## src/rtl/isa_instr_encoder.sv

```systemverilog
// Hardware assembler for the 9-bit two-mode ISA: one request in, one or two machine words out.
// Latency: out_valid rises the cycle after acceptance; a mode-toggle word is inserted ahead when needed.
// Backpressure: words hold on out_valid & !out_ready; in_ready only in IDLE. Optional macro: ENC_TOGGLE_ELIDE_EN.
module isa_instr_encoder #(
  parameter int ADDR_W = 8
) (
  input  logic              clk,
  input  logic              reset,
  input  logic              in_valid,
  output logic              in_ready,
  input  logic              in_imm_mode,
  input  logic [4:0]        in_opcode,
  input  logic [2:0]        in_reg1,
  input  logic [2:0]        in_reg2,
  input  logic [7:0]        in_imm,
  output logic              out_valid,
  input  logic              out_ready,
  output logic [8:0]        out_code,
  output logic [ADDR_W-1:0] out_addr,
  output logic              mode,
  output logic              err,
  output logic              wrap
);

  typedef enum logic [1:0] {S_IDLE, S_TOGGLE, S_INSTR} state_t;

  state_t              state_q, state_d;
  logic                out_valid_q, out_valid_d;
  logic [8:0]          out_code_q, out_code_d;
  logic [8:0]          pend_q, pend_d;
  logic [ADDR_W-1:0]   out_addr_q, out_addr_d;
  logic                mode_q, mode_d;
  logic                err_q, err_d;
  logic                wrap_q, wrap_d;
`ifdef ENC_TOGGLE_ELIDE_EN
  // An accepted explicit toggle held back, waiting to see whether the next request cancels it.
  logic                elide_q, elide_d;
`endif

  logic       imm_ok;
  logic [2:0] imm_idx;
  logic       is_toggle;
  logic       bad_req;
  logic [8:0] instr_word;
  logic       accept;
  logic       consume;

  assign in_ready  = (state_q == S_IDLE) && !reset;
  assign accept    = in_valid && in_ready;
  assign consume   = out_valid_q && out_ready;
  assign out_valid = out_valid_q;
  assign out_code  = out_code_q;
  assign out_addr  = out_addr_q;
  assign mode      = mode_q;
  assign err       = err_q;
  assign wrap      = wrap_q;

  // Map the immediate onto its 3-bit index; anything off the table is unencodable.
  always_comb begin
    imm_ok  = 1'b1;
    imm_idx = 3'd0;
    case (in_imm)
      8'd0:    imm_idx = 3'd0;
      8'd1:    imm_idx = 3'd1;
      8'd4:    imm_idx = 3'd2;
      8'd8:    imm_idx = 3'd3;
      8'd16:   imm_idx = 3'd4;
      8'd32:   imm_idx = 3'd5;
      8'd64:   imm_idx = 3'd6;
      8'd127:  imm_idx = 3'd7;
      default: imm_ok  = 1'b0;
    endcase
  end

  // Encode the request and decide whether it is legal in the mode it asks for.
  always_comb begin
    is_toggle  = (in_opcode == 5'd0);
    instr_word = in_imm_mode ? {in_opcode[2:0], in_reg1, imm_idx}
                             : {in_opcode, in_reg1[1:0], in_reg2[1:0]};
    if (is_toggle)
      bad_req = 1'b0;
    else if (in_imm_mode)
      bad_req = (in_opcode[4:3] != 2'b00) || !imm_ok;
    else
      bad_req = in_reg1[2] || in_reg2[2];
  end

  // Next-state: consume side advances the address/mode, accept side loads new words.
  always_comb begin
    state_d     = state_q;
    out_valid_d = out_valid_q;
    out_code_d  = out_code_q;
    pend_d      = pend_q;
    out_addr_d  = out_addr_q;
    mode_d      = mode_q;
    err_d       = 1'b0;
    wrap_d      = wrap_q;
`ifdef ENC_TOGGLE_ELIDE_EN
    elide_d     = elide_q;
`endif

    if (consume) begin
      out_addr_d = out_addr_q + 1'b1;
      if (&out_addr_q)
        wrap_d = 1'b1;
      // 9'h000 is only ever produced as a toggle, so consuming it flips the decoder.
      if (out_code_q == 9'h000)
        mode_d = !mode_q;
      if (state_q == S_TOGGLE) begin
        out_code_d = pend_q;
        state_d    = S_INSTR;
      end else begin
        out_valid_d = 1'b0;
        state_d     = S_IDLE;
      end
    end

    // accept only happens in IDLE, where nothing is presented, so it never races consume.
    if (accept) begin
`ifdef ENC_TOGGLE_ELIDE_EN
      elide_d = 1'b0;
      if (bad_req) begin
        err_d = 1'b1;
        // A rejected follower still closes the window: the held toggle goes out alone.
        if (elide_q) begin
          out_code_d  = 9'h000;
          out_valid_d = 1'b1;
          state_d     = S_INSTR;
        end
      end else if (is_toggle) begin
        // A second explicit toggle cancels the held one; otherwise hold this one back.
        elide_d = !elide_q;
      end else if (in_imm_mode == mode_q) begin
        // Either no toggle is held, or the held toggle cancels against the implied one.
        out_code_d  = instr_word;
        out_valid_d = 1'b1;
        state_d     = S_INSTR;
      end else begin
        // A held toggle here is exactly the toggle this request needs.
        out_code_d  = 9'h000;
        pend_d      = instr_word;
        out_valid_d = 1'b1;
        state_d     = S_TOGGLE;
      end
`else
      if (bad_req) begin
        err_d = 1'b1;
      end else if (is_toggle) begin
        out_code_d  = 9'h000;
        out_valid_d = 1'b1;
        state_d     = S_INSTR;
      end else if (in_imm_mode == mode_q) begin
        out_code_d  = instr_word;
        out_valid_d = 1'b1;
        state_d     = S_INSTR;
      end else begin
        out_code_d  = 9'h000;
        pend_d      = instr_word;
        out_valid_d = 1'b1;
        state_d     = S_TOGGLE;
      end
`endif
    end
  end

  // State and registered outputs; reset drops any pending word immediately.
  always_ff @(posedge clk or posedge reset) begin
    if (reset) begin
      state_q     <= S_IDLE;
      out_valid_q <= 1'b0;
      out_code_q  <= 9'h000;
      pend_q      <= 9'h000;
      out_addr_q  <= '0;
      mode_q      <= 1'b0;
      err_q       <= 1'b0;
      wrap_q      <= 1'b0;
`ifdef ENC_TOGGLE_ELIDE_EN
      elide_q     <= 1'b0;
`endif
    end else begin
      state_q     <= state_d;
      out_valid_q <= out_valid_d;
      out_code_q  <= out_code_d;
      pend_q      <= pend_d;
      out_addr_q  <= out_addr_d;
      mode_q      <= mode_d;
      err_q       <= err_d;
      wrap_q      <= wrap_d;
`ifdef ENC_TOGGLE_ELIDE_EN
      elide_q     <= elide_d;
`endif
    end
  end

endmodule

```

## config.mk

```make
export PLATFORM = sky130hd
export DESIGN_NAME = isa_instr_encoder
export DESIGN_NICKNAME = d
export VERILOG_FILES = /design/src/rtl/isa_instr_encoder.sv
export SDC_FILE = /design/constraint.sdc
export NUM_CORES = 1
export LEC_CHECK = 0
export ABC_AREA = 1
export ABC_CLOCK_PERIOD_IN_PS = 1870
export BUFFER_PORTS_ARGS = -buffer_cell sky130_fd_sc_hd__clkbuf_2
export CAP_MARGIN = 15
export CORE_MARGIN = 2
export CORE_UTILIZATION = 45
export CTS_BUF_LIST = sky130_fd_sc_hd__clkbuf_8
export DETAILED_ROUTE_END_ITERATION = 8
export PLACE_DENSITY = 0.65
export SETUP_SLACK_MARGIN = 0.1
export SKIP_CTS_REPAIR_TIMING = 1
export SYNTH_ARGS = -nofsm -noshare
export SYNTH_HDL_FRONTEND = slang
export SYNTH_SLANG_ARGS = --single-unit
```

## constraint.sdc

```tcl
create_clock -name clk -period 1.87 [get_ports clk]
set_clock_uncertainty 0.1 [all_clocks]
set_input_delay 0.2805 -clock clk [delete_from_list [all_inputs] [get_ports clk]]
set_output_delay 0.2805 -clock clk [all_outputs]
set_load 0.01 [all_outputs]
```

[Word level (Yosys, flattened, before mapping)]
Index checks and enable logic that the tools add are counted.
Storage, ports and cells
  register bits after elaboration: 32
  latch bits: 0
  bits in writable memories: 0
  bits in read-only memories: 0
  input bits: 24
  output and inout bits: 22
  word-level logic and storage cells: 61
  memories: 0
Operators by class
  $add $sub $neg: 1
  $mul: 0
  divide/modulo/power cells: 0
  order comparisons: 0
  equal/unequal tests: 9
  shift operators: 0
  muxes and demuxes: 23
  bitwise gates (word level): 3
  reductions and logical operators: 17
Operators with widths (count)
  9-bit two-way mux: 7
  3-bit case mux with 7 select lines: 1
  8-bit by 7-bit == test with 1-bit output (second input constant): 2
  2-bit two-way mux: 6
  9-bit logical NOT: 1
  1-bit two-way mux: 9
  9-bit AND reduction: 1
  8-bit by 1-bit adder with 8-bit output (second input constant): 1
  8-bit by 1-bit == test with 1-bit output (second input constant): 1
  8-bit by 3-bit == test with 1-bit output (second input constant): 1
  8-bit by 4-bit == test with 1-bit output (second input constant): 1
  8-bit by 5-bit == test with 1-bit output (second input constant): 1
  8-bit by 6-bit == test with 1-bit output (second input constant): 1
  8-bit logical NOT: 1
  8-bit OR reduction: 1
  5-bit logical NOT: 1
  4-bit AND reduction: 1
  1-bit logical AND: 3
  1-bit logical NOT: 3
  1-bit inverter: 3
  2-bit by 1-bit == test with 1-bit output (second input constant): 1
  2-bit logical NOT: 1
  1-bit logical OR: 2
  2-bit AND reduction: 1
  other kinds (2): 2

[Depth between registers and ports, before layout]
Gate-level depths: netlist (run 1).
  depth in word-level cells: 9
  gate-level depth with buffers: 14
  gate-level depth less buffers: 13

[Worst setup path before layout (run 1)]
Ideal clock, no wire load.
  path kind: register -> register
  start point: reg state_q[0]
  end point: reg state_q[1]
  setup time: 113 ps
  arrival: 1340 ps
  data required time: 1657 ps
  path slack: 317 ps
  stages on the path, launching flop included: 9
  path buffers: 2
  period minus slack after synthesis: 1553 ps
  cell sequence: dfrtp_1 nor3_2 nand2_1 inv_2 clkbuf_4 nand3_4 buf_8 nand2_1 inv_1
Between the ends
  elaborated cells on any way between the ends: 8
  classes of those cells: eq/ne: 1; mux: 4; reduce/logical: 3
RTL lines
  from (decl): line 27  | state_t state_q, state_d;
  from (signal assigned): line 181  | state_q <= state_d;
  2-bit logical NOT: line 48  | assign in_ready = (state_q == S_IDLE) && !reset;
  1-bit logical AND: line 48
  named net in_ready: line 10  | output logic in_ready,
  1-bit logical AND: line 49  | assign accept = in_valid && in_ready;
  2-bit two-way mux: line 119  | if (accept) begin
  named net state_d[1]: line 27
The timed path passes the listed nets, and every way through them passes these cells.
A chain may end at the register's enable or synchronous reset.

[Final worst setup path (run 1)]
  start point: reg out_valid_q (netlist: out_valid)
  end point: reg state_q[1]
Between the ends
  cells in the longest elaborated chain, start to end: 4
RTL lines
  from (decl): line 28  | logic out_valid_q, out_valid_d;
  from (signal assigned): line 182  | out_valid_q <= out_valid_d;
  1-bit logical AND (*): line 50  | assign consume = out_valid_q && out_ready;
  2-bit two-way mux (*): line 102  | if (consume) begin
  2-bit two-way mux: line 146  | if (bad_req) begin
  2-bit two-way mux (*): line 119
  named net state_d[1]: line 27
Mark *: on every way through the listed nets, which the timed path passes. The rest lies on a longest branch.

==> results of run 1 <==
-- worst max-delay path by stage --
| stage | slack (ns) | endpoint | depth (start not counted) | startpoint |
|---|---|---|---|---|
| floorplan | 0.32 | state_q[1] | 8 | state_q[0] |
| global placement | 0.18 | out_code[3] | 11 | in_imm[6] |
| detailed placement | 0.15 | out_code[6] | 11 | in_imm[0] |
| CTS | 0.22 | state_q[1] | 8 | out_valid |
| global route | 0.09 | state_q[1] | 8 | out_valid |
| finish | 0.30 | state_q[1] | 8 | out_valid |
-- cell type report --
type / count / area [sq um]
timing repair buffer: 49 / 255.2
fill: 424 / 1952
multi-input combinational: 195 / 1010
clock inverter: 1 / 30.03
clock buffer: 7 / 96.34
sequential: 32 / 800.8
inverter: 29 / 115.1
tap: 52 / 65.06
-- stage by stage --
step	setup WS (ns)	hold slack [ns]	total power, uW	area, sq um
after detailed placement	0.1475	0.2957	2224	2242
after floorplan	0.3170	0.2967	1858	1994
after global placement	0.1766	0.2878	2197	2242
final	0.3022	-0.03161	2929	2372
after CTS	0.2249	-0.01320	2955	2369
after global routing	0.08821	0.02230	3154	2372
-- registers in the layout, summed over array words and instances (netlist names) --
signal	count
out_addr	8
out_code	9
state_q	2
out_valid	1
wrap	1
mode	1
err	1
pend_q	9
-- synth_stat cells --
master      n  area share [%]
a21oi_1     1            0.25
buf_2       1            0.25
buf_6       4             2.3
buf_8       1            0.75
clkbuf_4    1            0.38
clkinv_1    2            0.38
dfrtp_1    32              40
ha_1        1            0.63
inv_1      23             4.3
inv_2       3            0.56
inv_4       1            0.31
nand2_1   102              19
nand2_2    15             4.7
nand2_4     2             1.1
nand3_1     9             2.3
nand3_4     1            0.88
nand3b_1    1            0.38
nand4_1     9             2.8
nor2_1     11             2.1
nor2_2      8             2.5
nor3_1      4             1.0
nor3_2      1            0.50
nor3_4      1            0.82
nor4_1      1            0.31
o21a_1      1            0.38
o21ai_0     7             1.8
o21ai_2    10             4.4
o21bai_1    1            0.38
o31ai_1     1            0.38
xnor2_1     2            0.88
xnor2_2     1            0.82
xor2_1      5             2.2
-- per-layer routing --
metal  vias to the layer above  part of all wire, %  track usage [%]
met5                         -                    0                0
met4                         0                  2.0            8.176
met3                         7                  4.9            2.991
met2                        46                   47            29.87
met1                       752                   46            23.33
li1                        919                    -                -
-- cell families after synthesis --
| logic type | after synthesis | synth area share [%] |
|---|---|---|
| AND/OR/NAND/NOR | 165 | 38.58 |
| buffers and inverters | 36 | 9.222 |
| flip-flops | 32 | 40.15 |
| AO/OA/AOI/OAI | 21 | 7.528 |
| XOR/XNOR | 8 | 3.890 |
| adder cells (fa/ha/maj) | 1 | 0.6273 |
-- where the power goes --
group	leakage, uW	internal (uW)	switching (uW)
clock network	0.0000645	470	252
registers	0.000415	932	211
logic	0.000861	436	628
-- critical path: stages (launching register included) --
cell	delay, ns
dfrtp_1	0.39
nand2_1	0.16
inv_1	0.12
nand2_1	0.14
clkinvlp_4	0.19
a21oi_1	0.19
nand2_2	0.06
nand2_1	0.06
inv_1	0.04
==> impl_metrics.toml, run 1 <==
[logic_synthesis]
netlist_instances = 263
synth_nets = 288
synthesis.area_sq_um = 1994
synth_seq_cells = 32
yosysWarnings = 0
syn_avg_cell_area_sq_um = 7.583
seq_area_frac_synth_pct = 40.15
yosysUniqueCellTypes = 32

[status]
violations = "hold timing"
status = "finished, violations left"

[setup_path]
r2r_start = "out_valid"
cp.required_ns = 1.95
setup.worst_path.start_class = "flip-flop"
worstRegToRegCells = 8
r2r_end = "state_q[1]"
cp_max_fo = 10
critPathKind = "reg -> reg"
reg2reg_slack_ns = 0.30
cp.arrival_ns = 1.65
worst_setup_path_end_kind = "flip-flop"

[grt]
grt_pass1_wl_microns = 7272
grt_max_degree = 33
grt_pass1_vias = 1707
antenna_found_initial = 0
grt_remaining_overflow = 0
track_usage_pct = 18.05

[timing]
setup_violations = 0
max_slew_margin_pct = 73.08
finalSetupTns_ns = 0
grt_setup_unrepaired = "false"
holdWs_ns = -0.03161
hold_violations = 32
post-route-min-period_ns = 1.568
min_period_over_period_pct = 83.84
fmax_mhz = 637.8
tightest_slew_ns = 0.4038
maxSlewViolCount = 0

[power_and_ir_drop]
max-vdd-ir-drop_mv = 0.3671
p_leak_uw = 0.001340
pwr_density_cell_nw_per_um2 = 1235

[floorplanning]
start_util_pct = 46.12
core_sq_um = 4324
fp-row-count = 24
ios = 46
die_w_microns = 70.58
die_area_sq_um = 4981
die_h_microns = 70.58

[clock_network]
clockRootBuffer = "clkbuf_8"
cts_buffers = 5
insertion_delay_ns = 0.29
htree_levels = 2
cts_tree = "built"
max-clock-path-buffers = 2
clock_sinks = 32
path_clk_slew_ns = 0.07

[final_layout]
drive_above_1_share_pct = 32.27
fin_nets = 337
layout_commonest_cell = "nand2_1"
fin_util_pct = 54.86
antenna_cells = 0
area_delta_synth_final_pct = 18.95
final_cell_mix = "102 x nand2_1, 45 x clkbuf_2, 32 x dfrtp_1, 23 x inv_1, 15 x nand2_2"
layout.cells.non_filler = 365

[routing]
wl_per_cell_microns = 11.09
drt_wl_total_microns = 4048
drtAntennaViolNets = 0
dr.pass1.iters = 4
route.detailed.drc = 0
via_count = 1724
avgViaCountPerCell = 4.723
drt_iter0_drc = 82

[placed_design]
routabilityCongestion = 0.8038
dp_hpwl_microns = 3168
place_inst = 357
place.port_buffers = 45

[run]
cap_violations = 0

[hold_path]
hold_path.class = "in -> async"
(Power assumes the default switching activity.)
==> inputs of run 2 (changes only) <==
--- a/config.mk
+++ b/config.mk
@@ -6,7 +6,7 @@
 export NUM_CORES = 1
 export LEC_CHECK = 0
 export ABC_AREA = 1
-export ABC_CLOCK_PERIOD_IN_PS = 1870
+export ABC_CLOCK_PERIOD_IN_PS = 1600
 export BUFFER_PORTS_ARGS = -buffer_cell sky130_fd_sc_hd__clkbuf_2
 export CAP_MARGIN = 15
 export CORE_MARGIN = 2
==> constraint.sdc (replaced) <==
create_clock -name clk -period 1.6 [get_ports clk]
set_clock_uncertainty 0.1 [all_clocks]
set_input_delay 0.24 -clock clk [delete_from_list [all_inputs] [get_ports clk]]
set_output_delay 0.24 -clock clk [all_outputs]
set_load 0.01 [all_outputs]
==> run 2 against run 1 <==
  * The run still ends with hold timing left
  * Design area is 7.1% higher
  * Maximum frequency is 9.9% higher
  * Sequential cell count unchanged
  * Critical path depth fell by 1
  * Clock power down 12%
  * Register-to-register slack got worse by 0.13 ns
  * Worst setup slack got worse by 0.13 ns
  * Largest power group unchanged
  * Wire length rose by 11%
  * Core utilization up 3.9 points
==> impl_metrics.toml, run 2 (synthesis gave the netlist of run 1 again) <==
[grt]
grt_pass1_vias = 1836
busiest_layer = "met2"
track_usage_pct = 19.64
grt_max_degree = 33
grt_remaining_overflow = 0
grt_pass1_wl_microns = 7893
gr-usage-met2_pct = 31.13
grt_util_met1_pct = 25.87
global_route.usage.met3_pct = 5.128
antenna_found_initial = 0

[floorplanning]
die_h_microns = 70.58
fp-row-count = 24
core_sq_um = 4324
die_w_microns = 70.58
ios = 46
die_area_sq_um = 4981
start_util_pct = 46.12

[setup_path]
cp.arrival_ns = 1.51
reg2reg_slack_ns = 0.17
cp_max_fo = 10
worstRegToRegCells = 7
crit_path_start = "state_q[1]"
cp.required_ns = 1.68
critPathKind = "reg -> reg"
endpoint = "out_code[2]"
worst_setup_path_end_kind = "flip-flop"
setup.worst_path.start_class = "flip-flop"
r2r_start = "state_q[1]"
r2r_end = "out_code[2]"

[clock_network]
insertion_delay_ns = 0.29
cts_buffers = 5
max-clock-path-buffers = 2
cts_tree = "built"
clockRootBuffer = "clkbuf_8"
path_clk_slew_ns = 0.07
htree_levels = 2
clock_sinks = 32

[placed_design]
dp_hpwl_microns = 3476
place.port_buffers = 45
placed_cell_area_sq_um = 2401
place_ws_ns = 0.02872
routabilityCongestion = 0.8327
place_inst = 374

[routing]
route.detailed.drc = 0
drt_wl_total_microns = 4487
drtAntennaViolNets = 0
drt_iter0_drc = 99
wl_per_cell_microns = 11.65
avgViaCountPerCell = 4.862
via_count = 1872
dr.pass1.iters = 5

[final_layout]
fin_area_sq_um = 2541
fin_nets = 357
area_delta_synth_final_pct = 27.42
final_cell_mix = "101 x nand2_1, 45 x clkbuf_2, 32 x dfrtp_1, 22 x inv_1, 21 x buf_4"
drive_above_1_share_pct = 37.24
layout.cells.non_filler = 385
layout_commonest_cell = "nand2_1"
antenna_cells = 0

[power_and_ir_drop]
max-vdd-ir-drop_mv = 0.6283
p_leak_uw = 0.001445
pwr_density_cell_nw_per_um2 = 1321

[timing]
maxSlewViolCount = 0
layout_setup_ws_ns = 0.1733
tightest_slew_ns = 0.4065
finalSetupTns_ns = 0
hold_violations = 32
holdWs_ns = -0.04695
post-route-min-period_ns = 1.427
grt_setup_unrepaired = "true"
setup_violations = 0
min_period_over_period_pct = 89.17
fmax_mhz = 700.9
max_slew_margin_pct = 72.90

[hold_path]
hold_path.class = "in -> async"

[run]
cap_violations = 0

[status]
status = "finished, violations left"
violations = "hold timing"
[run 2: where the power goes]
group          internal, uW  switching (uW)
clock network           342             294
logic                   592             772
registers              1090             266
total                  2020            1330
[run 2: per-stage QoR]
stage / total power [uW] / util (%)
global placement: 2639 / 55.53
detailed placement: 2665 / 55.53
CTS: 3318 / 57.67
global route: 3623 / 58.77
finish: 3357 / 58.77
floorplan: 2189 / -
[run 2: worst max-delay path, cell delays in order, from the launching register on]
cell     delay (ns)
dfrtp_1        0.41
nor3_4         0.18
nand2_1        0.13
inv_4          0.13
nand2_4        0.09
buf_12         0.15
nand2_1        0.08
o21ai_2        0.05
[run 2: how the worst min path moves through the flow]
stage,startpoint,end,slack [ns],cells after the start
after detailed placement,reset,err,0.28,3
final,reset,err,-0.05,3
after CTS,reset,out_code[1],-0.03,3
after global placement,reset,err,0.27,3
after floorplan,reset,err,0.26,1
after global routing,reset,state_q[1],0.02,3
[run 2: final cells by class]
class                   count  area [sq um]
well taps                  52         65.06
clock buffers               6         82.58
clock inverters             2         10.01
fillers                   427          1783
multi-input cells         196          1046
inverters                  29         113.9
flip-flops and latches     32         800.8
repair buffers             68         422.9
[run 2: per-layer routing]
layer  wire length [microns]  vias to the layer above
met5                       0                        -
met4                     105                        0
met3                     273                       12
met2                    2045                       58
met1                    2062                      838
li1                        -                      964
==> inputs of run 3 (changes only) <==
--- a/config.mk
+++ b/config.mk
@@ -10,10 +10,9 @@
 export BUFFER_PORTS_ARGS = -buffer_cell sky130_fd_sc_hd__clkbuf_2
 export CAP_MARGIN = 15
 export CORE_MARGIN = 2
-export CORE_UTILIZATION = 45
-export CTS_BUF_LIST = sky130_fd_sc_hd__clkbuf_8
+export CORE_UTILIZATION = 40
 export DETAILED_ROUTE_END_ITERATION = 8
-export PLACE_DENSITY = 0.65
+export PLACE_DENSITY = 0.58
 export SETUP_SLACK_MARGIN = 0.1
 export SKIP_CTS_REPAIR_TIMING = 1
 export SYNTH_ARGS = -nofsm -noshare
==> run 3 against run 2 <==
  * The run still ends with hold timing left
  * Die area rose by 12%
  * Register-to-register slack improved by 0.02 ns
  * Non-clock buffer count fell by 3
  * Largest cell class unchanged
==> impl_metrics.toml, run 3 (synthesis gave the netlist of run 1 again) <==
[power_and_ir_drop]
pwr_density_cell_nw_per_um2 = 1317
p_leak_uw = 0.001394
max-vdd-ir-drop_mv = 0.4125
p_total_uw = 3320

[routing]
dr.pass1.iters = 4
via_count = 1812
route.detailed.drc = 0
drtAntennaViolNets = 0
avgViaCountPerCell = 4.564
drt_wl_total_microns = 4148
drt_iter0_drc = 102
wl_per_cell_microns = 10.45

[placed_design]
routabilityCongestion = 0.7826
dp_hpwl_microns = 3273
place_inst = 385
place.port_buffers = 45

[hold_path]
hold_path.class = "in -> async"

[final_layout]
layout_commonest_cell = "nand2_1"
area_delta_synth_final_pct = 26.41
antenna_cells = 0
drive_above_1_share_pct = 36.36
fin_util_pct = 53.03
final_cell_mix = "99 x nand2_1, 45 x clkbuf_2, 32 x dfrtp_1, 23 x inv_1, 20 x buf_4"
layout.cells.non_filler = 397
fin_nets = 354

[floorplanning]
die_w_microns = 74.61
die_area_sq_um = 5567
die_h_microns = 74.61
core_sq_um = 4755
fp-row-count = 25
ios = 46
start_util_pct = 41.95

[setup_path]
cp.arrival_ns = 1.09
r2r_start = "out_addr[1]"
critPathSlowestCell = "dfrtp_1"
reg2reg_slack_ns = 0.19
critPathKind = "reg -> out"
setup.worst_path.start_class = "flip-flop"
worst_setup_path_end_kind = "primary output"
r2r_end = "out_addr[7]"
cp_max_fo = 3
cp.required_ns = 1.26
worstRegToRegCells = 5
cp_cell_sequence = "nor3_4 -> clkbuf_2"
crit_path_max_incr_delay_ns = 0.42

[timing]
tightest_slew_ns = 0.4016
min_period_over_period_pct = 89.08
fmax_mhz = 701.6
holdWs_ns = -0.05106
finalSetupTns_ns = 0
maxSlewViolCount = 0
setup_violations = 0
post-route-min-period_ns = 1.425
max_slew_margin_pct = 73.23
grt_setup_unrepaired = "true"
hold_violations = 32

[run]
cap_violations = 0

[grt]
grt_remaining_overflow = 0
grt_max_degree = 33
grt_pass1_vias = 1641
track_usage_pct = 16.21
antenna_found_initial = 0
grt_pass1_wl_microns = 7038

[clock_network]
insertion_delay_ns = 0.28
clock_sinks = 32
clockRootBuffer = "clkbuf_8"
htree_levels = 2
path_clk_slew_ns = 0.07
cts_tree = "built"
max-clock-path-buffers = 2
cts_buffers = 5

[status]
violations = "hold timing"
status = "finished, violations left"
-- run 3: changes by cell type in the layout (fill, tap and decap cells not counted), moves of 2 or more --
| cell | change |
|---|---|
| inv_2 | -2 |
| buf_12 | -2 |
| nand2_4 | -2 |
| nand2_2 | +3 |
| nand2_1 | -2 |
| clkinv_2 | -2 |
| clkbuf_1 | +2 |
-- run 3: how the worst max path moves through the flow --
stage | startpoint | endpoint | slack (ns) | depth (start not counted)
after floorplan | state_q[1] | state_q[1] | 0.12 | 8
after global placement | in_imm[6] | out_code[2] | 0.03 | 9
after detailed placement | in_imm[5] | pend_q[8] | 0.008 | 11
after CTS | out_valid | out_addr[7] | 0.05 | 5
after global routing | out_addr[2] | out_addr[7] | 0.09 | 5
final | state_q[1] | in_ready | 0.17 | 2
-- run 3: where the power goes --
| part | internal, uW | leakage, uW | switching [uW] |
|---|---|---|---|
| combinational | 585 | 0.000933 | 777 |
| clock | 350 | 0.0000455 | 275 |
| sequential | 1090 | 0.000415 | 243 |
| total | 2030 | 0.00139 | 1300 |
-- run 3: final cells by class --
type                       instances  area, sq um
clock buffer                       8        90.09
fill                             503         2233
inverter                          29        113.9
multi-input combinational        196         1057
sequential                        32        800.8
tap                               67        83.83
timing repair buffer              65        375.4
-- run 3: stage by stage --
stage / cell area (sq um) / worst slack, ns
3_5_place_dp: 2365 / 0.007735
4_1_cts: 2455 / 0.05187
6_report: 2521 / 0.1747
5_1_grt: 2521 / 0.08530
2_1_floorplan: 2007 / 0.1164
3_3_place_gp: 2365 / 0.02755
-- run 3: per-layer routing --
metal / wire length, microns / global-route usage [%]
met1: 2020 / 20.95
met2: 1882 / 27.43
met3: 199 / 4.284
met4: 45 / 3.571
met5: 0 / 0
-- run 3: worst max-delay path: cells and delay by family, from the launching register on --
kind | cells | cell delay (ns)
buffers and inverters | 1 | 0.17
DFF | 1 | 0.42
and+or+nand+nor | 1 | 0.22
